<file path="src/rtl/programmable_frequency_divider_pkg.sv">
// Shared types and helpers for the programmable frequency divider.
// Latency: n/a (types and a pure function only).
// Backpressure: n/a.
//
// Contents:
//   state_t   - divider run state (STOPPED / RUNNING / PAUSED)
//   high_len  - length of the high phase of out_clock for divisor N
package freq_div_pkg;

  typedef enum logic [1:0] {
    STOPPED = 2'd0,
    RUNNING = 2'd1,
    PAUSED  = 2'd2
  } state_t;

  // High phase is ceil(N/2), so odd divisors get the extra cycle high.
  function automatic int unsigned high_len(input int unsigned n);
    return n - (n / 2);
  endfunction

endpackage

</file>
<file path="src/rtl/programmable_frequency_divider_shadow.sv">
// Divisor shadow register: validates loads, holds pending and active divisor.
// Latency: active divisor updates on the load edge (apply_now) or on the swap edge; error pulse one cycle after load.
// Backpressure: none; a newer valid load overwrites any pending one.
//
// Ports:
//   i_clk, i_rst_n   clock, async active-low reset
//   i_load           load request (caller masks it while a clear is in progress)
//   i_divisor        requested divisor
//   i_apply_now      divider is stopped: a valid load becomes active at once
//   i_swap           period boundary or clear: promote pending (or same-edge load)
//   o_active         divisor currently used by the counter
//   o_pending        a validated divisor is waiting for the next boundary
//   o_load_err       one-cycle pulse after a rejected (N<2) load
module divisor_shadow_reg #(
  parameter int CNT_WIDTH   = 8,
  parameter int DEFAULT_DIV = 100
) (
  input  logic                 i_clk,
  input  logic                 i_rst_n,
  input  logic                 i_load,
  input  logic [CNT_WIDTH-1:0] i_divisor,
  input  logic                 i_apply_now,
  input  logic                 i_swap,
  output logic [CNT_WIDTH-1:0] o_active,
  output logic                 o_pending,
  output logic                 o_load_err
);

  logic [CNT_WIDTH-1:0] r_active;
  logic [CNT_WIDTH-1:0] r_shadow;
  logic                 r_pending;
  logic                 r_load_err;
  logic                 w_valid;

  assign w_valid = i_load && (i_divisor >= CNT_WIDTH'(2));

  always_ff @(posedge i_clk or negedge i_rst_n) begin
    if (!i_rst_n) begin
      r_active   <= CNT_WIDTH'(DEFAULT_DIV);
      r_shadow   <= '0;
      r_pending  <= 1'b0;
      r_load_err <= 1'b0;
    end else begin
      r_load_err <= i_load && !w_valid;
      if (i_swap) begin
        // A load landing exactly on the boundary wins over the older pending value.
        if (w_valid) begin
          r_active <= i_divisor;
        end else if (r_pending) begin
          r_active <= r_shadow;
        end
        r_pending <= 1'b0;
      end else if (w_valid) begin
        if (i_apply_now) begin
          r_active <= i_divisor;
        end else begin
          r_shadow  <= i_divisor;
          r_pending <= 1'b1;
        end
      end
    end
  end

  assign o_active   = r_active;
  assign o_pending  = r_pending;
  assign o_load_err = r_load_err;

endmodule

</file>
<file path="src/rtl/programmable_frequency_divider.sv">
// Runtime-programmable clock divider: ~50% duty out_clock, one tick per period, pause/resume/clear.
// Latency: out_clock/out_count registered (1 cycle from enable); out_tick combinational from count.
// Backpressure: none; new divisors are deferred to the next period boundary instead of stalling.
//
// Optional feature macro: FREQ_DIV_PERIOD_COUNT_EN adds out_periods (completed-period counter).
//
// Ports:
//   in_clock, in_reset_n  clock (rising edge), async active-low reset
//   in_enable             run (1) / pause (0)
//   in_clear              synchronous return to STOPPED, promotes any pending divisor
//   in_load, in_divisor   one-cycle divisor load request
//   out_clock             divided clock, high for counts 0..ceil(N/2)-1
//   out_tick              high while running at count N-1
//   out_count             current phase count
//   out_pending           a loaded divisor waits for the next boundary
//   out_load_err          one-cycle pulse for a rejected load
//   out_periods           (optional) completed periods, modulo 2^PERIOD_CNT_WIDTH
module programmable_frequency_divider
  import freq_div_pkg::*;
#(
  parameter int CNT_WIDTH        = 8,
  parameter int DEFAULT_DIV      = 100,
  parameter int PERIOD_CNT_WIDTH = 16
) (
  input  logic                        in_clock,
  input  logic                        in_reset_n,
  input  logic                        in_enable,
  input  logic                        in_clear,
  input  logic                        in_load,
  input  logic [CNT_WIDTH-1:0]        in_divisor,
  output logic                        out_clock,
  output logic                        out_tick,
  output logic [CNT_WIDTH-1:0]        out_count,
  output logic                        out_pending,
  output logic                        out_load_err
`ifdef FREQ_DIV_PERIOD_COUNT_EN
  ,
  output logic [PERIOD_CNT_WIDTH-1:0] out_periods
`endif
);

  localparam logic [CNT_WIDTH-1:0] CNT_ONE = CNT_WIDTH'(1);

  state_t               r_state;
  state_t               w_state_nxt;
  logic [CNT_WIDTH-1:0] r_count;
  logic [CNT_WIDTH-1:0] w_count_nxt;
  logic [CNT_WIDTH-1:0] w_active;
  logic                 r_clock;
  logic                 w_clock_nxt;
  logic                 w_last;
  logic                 w_wrap;
  logic                 w_load;
  logic                 w_swap;

  assign w_last = (r_count == (w_active - CNT_ONE));
  // Wrap edge: the only point (besides clear) where the active divisor may change while running.
  assign w_wrap = !in_clear && (r_state == RUNNING) && in_enable && w_last;
  assign w_load = in_load && !in_clear;
  assign w_swap = w_wrap || in_clear;

  divisor_shadow_reg #(
    .CNT_WIDTH   (CNT_WIDTH),
    .DEFAULT_DIV (DEFAULT_DIV)
  ) u_shadow (
    .i_clk       (in_clock),
    .i_rst_n     (in_reset_n),
    .i_load      (w_load),
    .i_divisor   (in_divisor),
    .i_apply_now (r_state == STOPPED),
    .i_swap      (w_swap),
    .o_active    (w_active),
    .o_pending   (out_pending),
    .o_load_err  (out_load_err)
  );

  // State register
  always_ff @(posedge in_clock or negedge in_reset_n) begin
    if (!in_reset_n) begin
      r_state <= STOPPED;
    end else begin
      r_state <= w_state_nxt;
    end
  end

  // Next-state logic
  always_comb begin
    w_state_nxt = r_state;
    if (in_clear) begin
      w_state_nxt = STOPPED;
    end else begin
      case (r_state)
        STOPPED: w_state_nxt = in_enable ? RUNNING : STOPPED;
        RUNNING: w_state_nxt = in_enable ? RUNNING : PAUSED;
        PAUSED:  w_state_nxt = in_enable ? RUNNING : PAUSED;
        default: w_state_nxt = STOPPED;
      endcase
    end
  end

  // Output / datapath logic
  always_comb begin
    w_count_nxt = r_count;
    w_clock_nxt = r_clock;
    out_tick    = (r_state == RUNNING) && w_last;
    if (in_clear) begin
      w_count_nxt = '0;
      w_clock_nxt = 1'b0;
    end else begin
      case (r_state)
        STOPPED: begin
          w_count_nxt = '0;
          w_clock_nxt = in_enable;
        end
        RUNNING: begin
          if (in_enable) begin
            w_count_nxt = w_last ? '0 : (r_count + CNT_ONE);
            // Count 0 is always in the high phase, so a divisor swapped in at
            // the wrap cannot affect this compare on that edge.
            w_clock_nxt = (32'(w_count_nxt) < high_len(32'(w_active)));
          end
        end
        // Resuming re-enters RUNNING at the held count; counting continues next edge.
        PAUSED: begin
          w_count_nxt = r_count;
          w_clock_nxt = r_clock;
        end
        default: begin
          w_count_nxt = '0;
          w_clock_nxt = 1'b0;
        end
      endcase
    end
  end

  always_ff @(posedge in_clock or negedge in_reset_n) begin
    if (!in_reset_n) begin
      r_count <= '0;
      r_clock <= 1'b0;
    end else begin
      r_count <= w_count_nxt;
      r_clock <= w_clock_nxt;
    end
  end

  assign out_clock = r_clock;
  assign out_count = r_count;

`ifdef FREQ_DIV_PERIOD_COUNT_EN
  logic [PERIOD_CNT_WIDTH-1:0] r_periods;

  always_ff @(posedge in_clock or negedge in_reset_n) begin
    if (!in_reset_n) begin
      r_periods <= '0;
    end else if (in_clear) begin
      r_periods <= '0;
    end else if (w_wrap) begin
      r_periods <= r_periods + PERIOD_CNT_WIDTH'(1);
    end
  end

  assign out_periods = r_periods;
`else
  logic w_unused_period_cnt_width;
  assign w_unused_period_cnt_width = ^PERIOD_CNT_WIDTH;
`endif

endmodule

</file>
<file path="config.mk">
export PLATFORM = sky130hd
export DESIGN_NAME = programmable_frequency_divider
export DESIGN_NICKNAME = d
export VERILOG_FILES = /design/src/rtl/programmable_frequency_divider_pkg.sv /design/src/rtl/programmable_frequency_divider_shadow.sv /design/src/rtl/programmable_frequency_divider.sv
export SDC_FILE = /design/constraint.sdc
export NUM_CORES = 1
export LEC_CHECK = 0
export CORE_ASPECT_RATIO = 0.5
export CORE_UTILIZATION = 25
export CTS_BUF_LIST = sky130_fd_sc_hd__clkbuf_8
export CTS_CLUSTER_DIAMETER = 120
export CTS_CLUSTER_SIZE = 8
export DETAILED_ROUTE_END_ITERATION = 12
export GPL_ROUTABILITY_DRIVEN = 1
export PLACE_DENSITY_LB_ADDON = 0.15
export SKIP_CTS_REPAIR_TIMING = 1
export SYNTH_ARGS = -nofsm -noshare
export SYNTH_HDL_FRONTEND = slang
export SYNTH_SLANG_ARGS = --single-unit
</file>
<file path="constraint.sdc">
create_clock -name in_clock -period 8.8 [get_ports in_clock]
set_input_delay 1.76 -clock in_clock [delete_from_list [all_inputs] [get_ports in_clock]]
set_output_delay 1.76 -clock in_clock [all_outputs]
set_load 0.01 [all_outputs]
</file>
* Yosys cells after proc, flatten, opt, wreduce, memory -nomap -nowiden
Cells that the tools add are included.
** Cells by class
- Reductions and logical operators :: 19
- Mux-type cells :: 19
- Add/sub/neg operators :: 3
- Equality and inequality tests :: 6
- Magnitude comparators :: 2
- Bitwise logic cells :: 2
** Operator list (number)
- $mux W8 :: 8
- $lt A8 B32 Y1 :: 1
- $pmux W8 S2 :: 1
- $sub A8 B7 Y9 :: 1
- $add A8 B1 Y8 const B :: 1
- $eq A8 B8 Y1 :: 1
- $ge A8 B2 Y1 const B :: 1
- $sub A8 B1 Y8 const B :: 1
- $logic_and A1 B1 Y1 :: 7
- $mux W1 :: 6
- $reduce_and A3 Y1 :: 2
- $reduce_bool A2 Y1 :: 3
- $mux W2 :: 2
- $ne A2 B2 Y1 const B :: 2
- $pmux W2 S2 :: 1
- $reduce_and A2 Y1 :: 2
- $ne A3 B3 Y1 const B :: 1
- $pmux W1 S3 :: 1
- $eq A2 B1 Y1 const B :: 1
- $eq A2 B2 Y1 const B :: 1
- $logic_not A1 Y1 :: 2
- $logic_not A2 Y1 :: 1
- $not A1 Y1 :: 2
- $reduce_or A2 Y1 :: 1
- $logic_or A1 B1 Y1 :: 1
** Word-level totals
- Register bits :: 29
- Input bits :: 13

* Depth between registers and ports, before layout
Gate-level depths: netlist of run 1.
- Depth after elaboration :: 7
- Gate-level depth with buffers :: 16
- Depth with buffers taken out :: 16

* Hierarchy
From an unflattened synthesis of run 1, not the netlist that was laid out.
** Unflattened totals
- Cells, all modules :: 239
- Area total of the unflattened synthesis :: 2412.3 µm²
** Modules (own cells, without submodules)
- programmable_frequency_divider :: area an instance 1547.7 µm², seq. area each 275.3 µm², instances 1, cells each 182
- divisor_shadow_reg :: area an instance 864.6 µm², seq. area each 454.2 µm², instances 1, cells each 57

* Worst setup path before layout of run 1
Ideal clock, no wire load.
- Kind :: flip-flop to output port
- From :: reg u_shadow.r_active[5], in the netlist u_shadow.o_active[5]
- To :: out out_tick
- Data arrival time :: 2.342 ns
- Data required time :: 7.040 ns
- Setup slack :: 4.698 ns
- Stages on the path, launching flop included :: 9
- Path buffers :: 1
- Path through :: dfstp_2 -> inv_1 -> ha_1 -> a21boi_0 -> or3_4 -> a2111oi_4 -> and3_2 -> buf_2 -> and2_1
** On the way
- Cells in the longest elaborated chain, start to end :: 3
** RTL lines
- start: declaration :: line programmable_frequency_divider_shadow.sv:29 : logic [CNT_WIDTH-1:0] r_active;
- start signal: assignment :: line programmable_frequency_divider_shadow.sv:39 : r_active <= CNT_WIDTH'(DEFAULT_DIV);
- start signal: assignment :: line programmable_frequency_divider_shadow.sv:48 : r_active <= i_divisor;
- start signal: assignment :: line programmable_frequency_divider_shadow.sv:50 : r_active <= r_shadow;
- $sub A8 B1 Y8 :: line programmable_frequency_divider.sv:56 : assign w_last = (r_count == (w_active - CNT_ONE));
- $eq A8 B8 Y1 :: line programmable_frequency_divider.sv:56
- $logic_and A1 B1 Y1 :: line programmable_frequency_divider.sv:105 : out_tick = (r_state == RUNNING) && w_last;
- end: declaration :: line programmable_frequency_divider.sv:32 : output logic out_tick,
No other way between the ends.

* Final worst setup path of run 1
Same ends and word-level chain as after synthesis.

==> flow_metrics.env, run 1 <==
export IMPL_outcome="completed"
export IMPL_grt_most_used_layer="met1"
export IMPL_floorplan_rows=24
export IMPL_clock_root_buffer="sky130_fd_sc_hd__clkbuf_8"
export IMPL_timing_final_setup_violations=0
export IMPL_vias_in_the_first_global_route=1739
export IMPL_num_io_pins=25
export IMPL_grt_setup_unrepaired="false"
export IMPL_async_reset_ff_share_pct=100
export IMPL_number_of_antenna_violations_at_the_first_check_in_global_routing=0
export IMPL_clkSlewWorstSetupHoldPaths_ps=60
export IMPL_die_height_um=69.9
export IMPL_maxSlewHeadroom_pct=56.3
export IMPL_end_kind="primary output"
export IMPL_finalCoreUtilization_pct=31.6
export IMPL_grt_use_met3_pct=2.83
export IMPL_grtUsageMet2_pct=16.6
export IMPL_finalNetCount=304
export IMPL_max_cap_violations=0
export IMPL_dieWidth_um=138
export IMPL_drive_above_1_share_pct=11.8
export IMPL_drt_wl_total_mm=5.56
export IMPL_groute_layer_met1_usage_pct=19.4
export IMPL_postSynthRegisterBits=29
export IMPL_synth_seq_area_share_pct=31.6
export IMPL_period_needed_ps=4950
export IMPL_finalSetupTns_ps=0
export IMPL_total_via_count_in_the_routed_design=1705
export IMPL_detail_route_iter0_violations=86
export IMPL_gp_congestion=0.804
export IMPL_tightest_slew_ps=656
export IMPL_startpoint_to_endpoint_class_of_the_critical_path="reg -> out"
export IMPL_numClockSinks=29
export IMPL_synthesized_cell_area_mm2=0.00231
export IMPL_final_period_util_pct=56.3
export IMPL_grt_max_degree=30
export IMPL_globalRouteTotalUtil_pct=12.5
export IMPL_finClkSkew_ps=11.1
export IMPL_total_power_uw=635
export IMPL_floorplan_initialDensity_pct=26.1
export IMPL_critical_path_peak_fanout=11
export IMPL_synth_area_top_cells="sky130_fd_sc_hd__dfrtp_1 28%, sky130_fd_sc_hd__ha_1 16%, sky130_fd_sc_hd__mux2i_1 6.9%"
export IMPL_netlist_area_leader_share_pct=28.2
export IMPL_placedInstanceArea_mm2=0.00268
export IMPL_timing_fmax_mhz=202
export IMPL_insertion_delay_ps=290
export IMPL_number_of_antenna_violating_nets_in_the_routed_design=0
export IMPL_switching_share_pct=38.5
export IMPL_number_of_port_buffers=24
export IMPL_timing_hold_violations_final=0
export IMPL_postSynthNetCount=275
export IMPL_slew_viol_final=0
export IMPL_avgRoutedWirePerCell_um=14.7
export IMPL_tritoncts_clock_tree="yes"
export IMPL_synth_avg_cell_area_um2=9.94
export IMPL_dominantRegCellSynth="sky130_fd_sc_hd__dfrtp_1"
export IMPL_drt_pass1_iter_count=4
export IMPL_yosys_cell_count_top_type="sky130_fd_sc_hd__ha_1"
export IMPL_p_switching_uw=245
export IMPL_remaining_global_route_overflow=0
export IMPL_postLayoutCellArea_mm2=0.00279
export IMPL_fin_worst_hold_slack_ps=507
export IMPL_floorplan_core_area_mm2=0.00883
export IMPL_cts_root_to_sink_buffers=2
export IMPL_crit_required_ps=7040
export IMPL_synth_cells=232
export IMPL_synth_warnings=0
export IMPL_hold_path_class="reg -> reg"
export IMPL_cell_internal_pwr_uw=390
export IMPL_count_of_cell_types_in_the_netlist=50
export IMPL_synth_largest_area_cell="sky130_fd_sc_hd__dfrtp_1"
export IMPL_h_tree_depth=2
export IMPL_viasPerCell=4.50
export IMPL_antennaDiodeCount=0
export IMPL_cellPowerDensity_mw_per_mm2=228
export IMPL_synthTopCellsByCount="29 x sky130_fd_sc_hd__ha_1, 26 x sky130_fd_sc_hd__dfrtp_1, 21 x sky130_fd_sc_hd__inv_1"
export IMPL_p_leak_nw=1.25
export IMPL_drt_drc_violations_left=0
export IMPL_synth_edff_count=0
export IMPL_area_growth_pct=20.9
export IMPL_power_sequential_fraction_pct=28.5
export IMPL_ir_drop_uv=67.5
export IMPL_dieArea_mm2=0.00964
export IMPL_critPathLaunchType="flip-flop"
export IMPL_first_pass_grt_wire_length_mm=9.05
export IMPL_clockPowerShare_pct=21.6
export IMPL_critPathArrivalTime_ps=3190
export IMPL_cts_inserted_buffers=5
export IMPL_dp_hpwl_mm=4.42
export IMPL_combPwrFrac_pct=49.9
layout make-up:
cell class | instances | area (µm²)
fill | 939 | 6040
multi-input combinational | 178 | 1470
sequential | 29 | 729
timing repair buffer | 26 | 255
tap | 117 | 146
inverter | 21 | 78.8
clock buffer | 5 | 68.8
clock inverter | 3 | 38.8
state kept, by name, indices dropped and copies added, names as in the netlist:
signal / flops
u_shadow.r_shadow: 8
u_shadow.o_load_err: 1
out_count: 8
u_shadow.o_active: 8
r_state: 2
u_shadow.o_pending: 1
out_clock: 1
cell families (layout without fill, tap and decap cells):
group	Yosys count	after routing	synth area share, %
and+or+nand+nor	59	59	14.3
AOI/OAI and AO/OA	41	41	12.9
adders and majority gates	30	30	16.6
DFF	29	29	31.6
buffers and inverters	25	55	4.61
xor gates and xnor gates	24	24	9.12
muxes	24	24	10.9
cell usage in the layout (no fill, tap or decap), types with 7 or more instances in the layout:
cell type | netlist | routed
sky130_fd_sc_hd__a21oi_1 | 9 | 9
sky130_fd_sc_hd__inv_1 | 21 | 22
sky130_fd_sc_hd__ha_1 | 29 | 29
sky130_fd_sc_hd__xor2_1 | 7 | 7
sky130_fd_sc_hd__mux2_2 | 8 | 8
sky130_fd_sc_hd__mux2i_1 | 16 | 16
sky130_fd_sc_hd__nor2_1 | 16 | 16
sky130_fd_sc_hd__nand2_1 | 12 | 12
sky130_fd_sc_hd__clkdlybuf4s50_1 | 0 | 24
sky130_fd_sc_hd__xnor2_1 | 17 | 17
sky130_fd_sc_hd__dfrtp_1 | 26 | 26
sky130_fd_sc_hd__o21ai_0 | 8 | 8
worst max-delay path, stage by stage (launching register included):
cell                              delay (ps)
sky130_fd_sc_hd__dfstp_2                 550
sky130_fd_sc_hd__inv_1                   110
sky130_fd_sc_hd__ha_1                    190
sky130_fd_sc_hd__a21boi_0                130
sky130_fd_sc_hd__or3_4                   390
sky130_fd_sc_hd__a2111oi_4               470
sky130_fd_sc_hd__and3_2                  390
sky130_fd_sc_hd__and2_1                  150
sky130_fd_sc_hd__clkdlybuf4s50_1         530
worst paths after layout:
path	start	cells after the start	endpoint	slack, ps
min in group asynchronous	in_reset_n	2	u_shadow.o_active[4]	1870
setup / recovery	u_shadow.o_active[5]	8	out_tick	3850
setup reg to reg	u_shadow.o_active[5]	14	out_clock	5250
max in group asynchronous	in_reset_n	2	u_shadow.o_active[5]	6590
hold reg to reg	u_shadow.r_shadow[6]	1	u_shadow.r_shadow[6]	510
hold / removal	u_shadow.r_shadow[6]	1	u_shadow.r_shadow[6]	510
power by group through the flow:
stage                     combinational [mW]  clock (mW)  sequential (mW)
after CTS                              0.320       0.143            0.181
after global placement                 0.316           0            0.182
final                                  0.316       0.137            0.181
after detailed placement               0.317           0            0.184
after floorplan                        0.248           0            0.179
after global routing                   0.359       0.149            0.185
stage by stage:
stage	worst slack [ps]	instances
6_report	3850	379
5_1_grt	3670	379
4_1_cts	3810	379
3_5_place_dp	4130	371
2_1_floorplan	4700	232
3_3_place_gp	4170	371
layer usage:
metal  share of wire (%)  wire [µm]
met1                  58       3210
met5                   0          0
met3                 4.0        223
met2                  37       2080
met4                0.83         46
No activity file was read; power rests on OpenSTA's default activity.
==> run 2, diff against run 1 <==
Clock period 8.8 ns to 4.7 ns, I/O delays scaled along.
==> run 2 against run 1 <==
Compared with the run above:
- clock skew decreased by 4.8 ps
- global-route usage increased by 0.26 points
- sequential cell count unchanged
- wire length increased by 1.3%
- clock power increased by 100%
- design area increased by 0.72%
- core utilization increased by 0.23 points
- critical path type unchanged
==> flow_metrics.env, run 2 (synthesis gave the netlist of run 1 again) <==
export IMPL_numClockSinks=29
export IMPL_outcome="completed"
export IMPL_insertion_delay_ps=280
export IMPL_viasPerCell=4.54
export IMPL_globalRouteTotalUtil_pct=12.7
export IMPL_die_height_um=69.9
export IMPL_grt_setup_unrepaired="false"
export IMPL_clkSlewWorstSetupHoldPaths_ps=70
export IMPL_period_needed_ps=4140
export IMPL_timing_fmax_mhz=242
export IMPL_max_cap_violations=0
export IMPL_critPathMaxStageDelay_ps=560
export IMPL_p_leak_nw=1.25
export IMPL_cts_inserted_buffers=5
export IMPL_finClkSkew_ps=6.24
export IMPL_antennaDiodeCount=0
export IMPL_detail_route_iter0_violations=79
export IMPL_critPathLaunchType="flip-flop"
export IMPL_final_common_cell="sky130_fd_sc_hd__ha_1"
export IMPL_cellPowerDensity_mw_per_mm2=433
export IMPL_finalNetCount=305
export IMPL_remaining_global_route_overflow=0
export IMPL_critical_path_peak_fanout=11
export IMPL_crit_chain="inv_1 > ha_1 > a21boi_0 > or3_4 > a2111oi_4 > and3_2 > and2_1 > clkdlybuf4s50_1"
export IMPL_drt_wl_total_mm=5.63
export IMPL_final_period_util_pct=88.1
export IMPL_total_power_mw=1.21
export IMPL_number_of_port_buffers=24
export IMPL_finalCoreUtilization_pct=31.8
export IMPL_vias_in_the_first_global_route=1687
export IMPL_h_tree_depth=2
export IMPL_fin_worst_hold_slack_ps=508
export IMPL_drive_above_1_share_pct=12.5
export IMPL_startpoint_to_endpoint_class_of_the_critical_path="reg -> out"
export IMPL_dieArea_mm2=0.00964
export IMPL_tritoncts_clock_tree="yes"
export IMPL_slew_viol_final=0
export IMPL_number_of_fill_cells=961
export IMPL_critPathSlowestCell="sky130_fd_sc_hd__dfstp_2"
export IMPL_floorplan_initialDensity_pct=26.1
export IMPL_num_io_pins=25
export IMPL_maxSlewHeadroom_pct=56.1
export IMPL_place_worst_setup_slack_ps=829
export IMPL_timing_hold_violations_final=0
export IMPL_cts_root_to_sink_buffers=2
export IMPL_end_kind="primary output"
export IMPL_tightest_slew_ps=658
export IMPL_drt_pass1_iter_count=4
export IMPL_area_growth_pct=21.8
export IMPL_critPathArrivalTime_ps=3200
export IMPL_floorplan_rows=24
export IMPL_setup_ws_post_layout_ps=561
export IMPL_total_via_count_in_the_routed_design=1727
export IMPL_number_of_antenna_violations_at_the_first_check_in_global_routing=0
export IMPL_first_pass_grt_wire_length_mm=9.20
export IMPL_finalSetupTns_ps=0
export IMPL_grt_max_degree=30
export IMPL_dieWidth_um=138
export IMPL_drt_drc_violations_left=0
export IMPL_gp_congestion=0.804
export IMPL_floorplan_core_area_mm2=0.00883
export IMPL_ir_drop_uv=123
export IMPL_clock_root_buffer="sky130_fd_sc_hd__clkbuf_8"
export IMPL_avgRoutedWirePerCell_um=14.8
export IMPL_crit_required_ps=3760
export IMPL_layout_cells_most_common_list="29 x sky130_fd_sc_hd__ha_1, 26 x sky130_fd_sc_hd__dfrtp_1, 24 x sky130_fd_sc_hd__clkdlybuf4s50_1, 21 x sky130_fd_sc_hd__inv_1, 17 x sky130_fd_sc_hd__xnor2_1"
export IMPL_number_of_antenna_violating_nets_in_the_routed_design=0
export IMPL_timing_final_setup_violations=0
export IMPL_hold_path_class="reg -> reg"
export IMPL_dp_hpwl_mm=4.48
## run 2: per-layer routing
metal | track usage (%) | vias up | share of wire, %
met5 | 0 | - | 0
met4 | 3.26 | 0 | 0.71
met3 | 2.90 | 2 | 4.1
met2 | 18.0 | 29 | 40
met1 | 19.2 | 832 | 55
li1 | - | 864 | -
## run 2: worst max-delay path, delay by kind of cell (launching register included)
family | cells | cell delay, ps
buf+inv | 2 | 640
compound gates | 2 | 600
simple gates | 3 | 920
flops | 1 | 560
fa+ha+maj | 1 | 200
## run 2: where the power goes
| group | switching (mW) | internal, mW |
|---|---|---|
| Combinational | 0.325 | 0.273 |
| Sequential | 0.0347 | 0.302 |
| Clock | 0.106 | 0.172 |
## run 2: path summary, 6_finish.rpt
kind                                        end            startpoint  cells after the start  slack (ps)
setup / recovery                       out_tick  u_shadow.o_active[5]                      8         560
hold / removal             u_shadow.r_shadow[7]  u_shadow.r_shadow[7]                      1         510
setup reg to reg                      out_clock  u_shadow.o_active[5]                     14        1140
hold reg to reg            u_shadow.r_shadow[7]  u_shadow.r_shadow[7]                      1         510
max in group asynchronous  u_shadow.o_active[6]            in_reset_n                      2        3330
min in group asynchronous             out_clock            in_reset_n                      2        1050
## run 2: metrics by stage
| step | cells | instance area, µm² |
|---|---|---|
| 5_1_grt | 380 | 2810 |
| 2_1_floorplan | 232 | 2310 |
| 4_1_cts | 380 | 2810 |
| 3_5_place_dp | 372 | 2690 |
| 6_report | 380 | 2810 |
| 3_3_place_gp | 372 | 2690 |
## run 2: layout make-up
cell class	count	area (µm²)	share of cell area, %
Multi-Input combinational cell	178	1470	52.4
Sequential cell	29	729	26.0
Timing Repair Buffer	27	263	9.36
Tap cell	117	146	5.21
Clock buffer	6	82.6	2.94
Inverter	21	78.8	2.81
Clock inverter	2	37.5	1.34
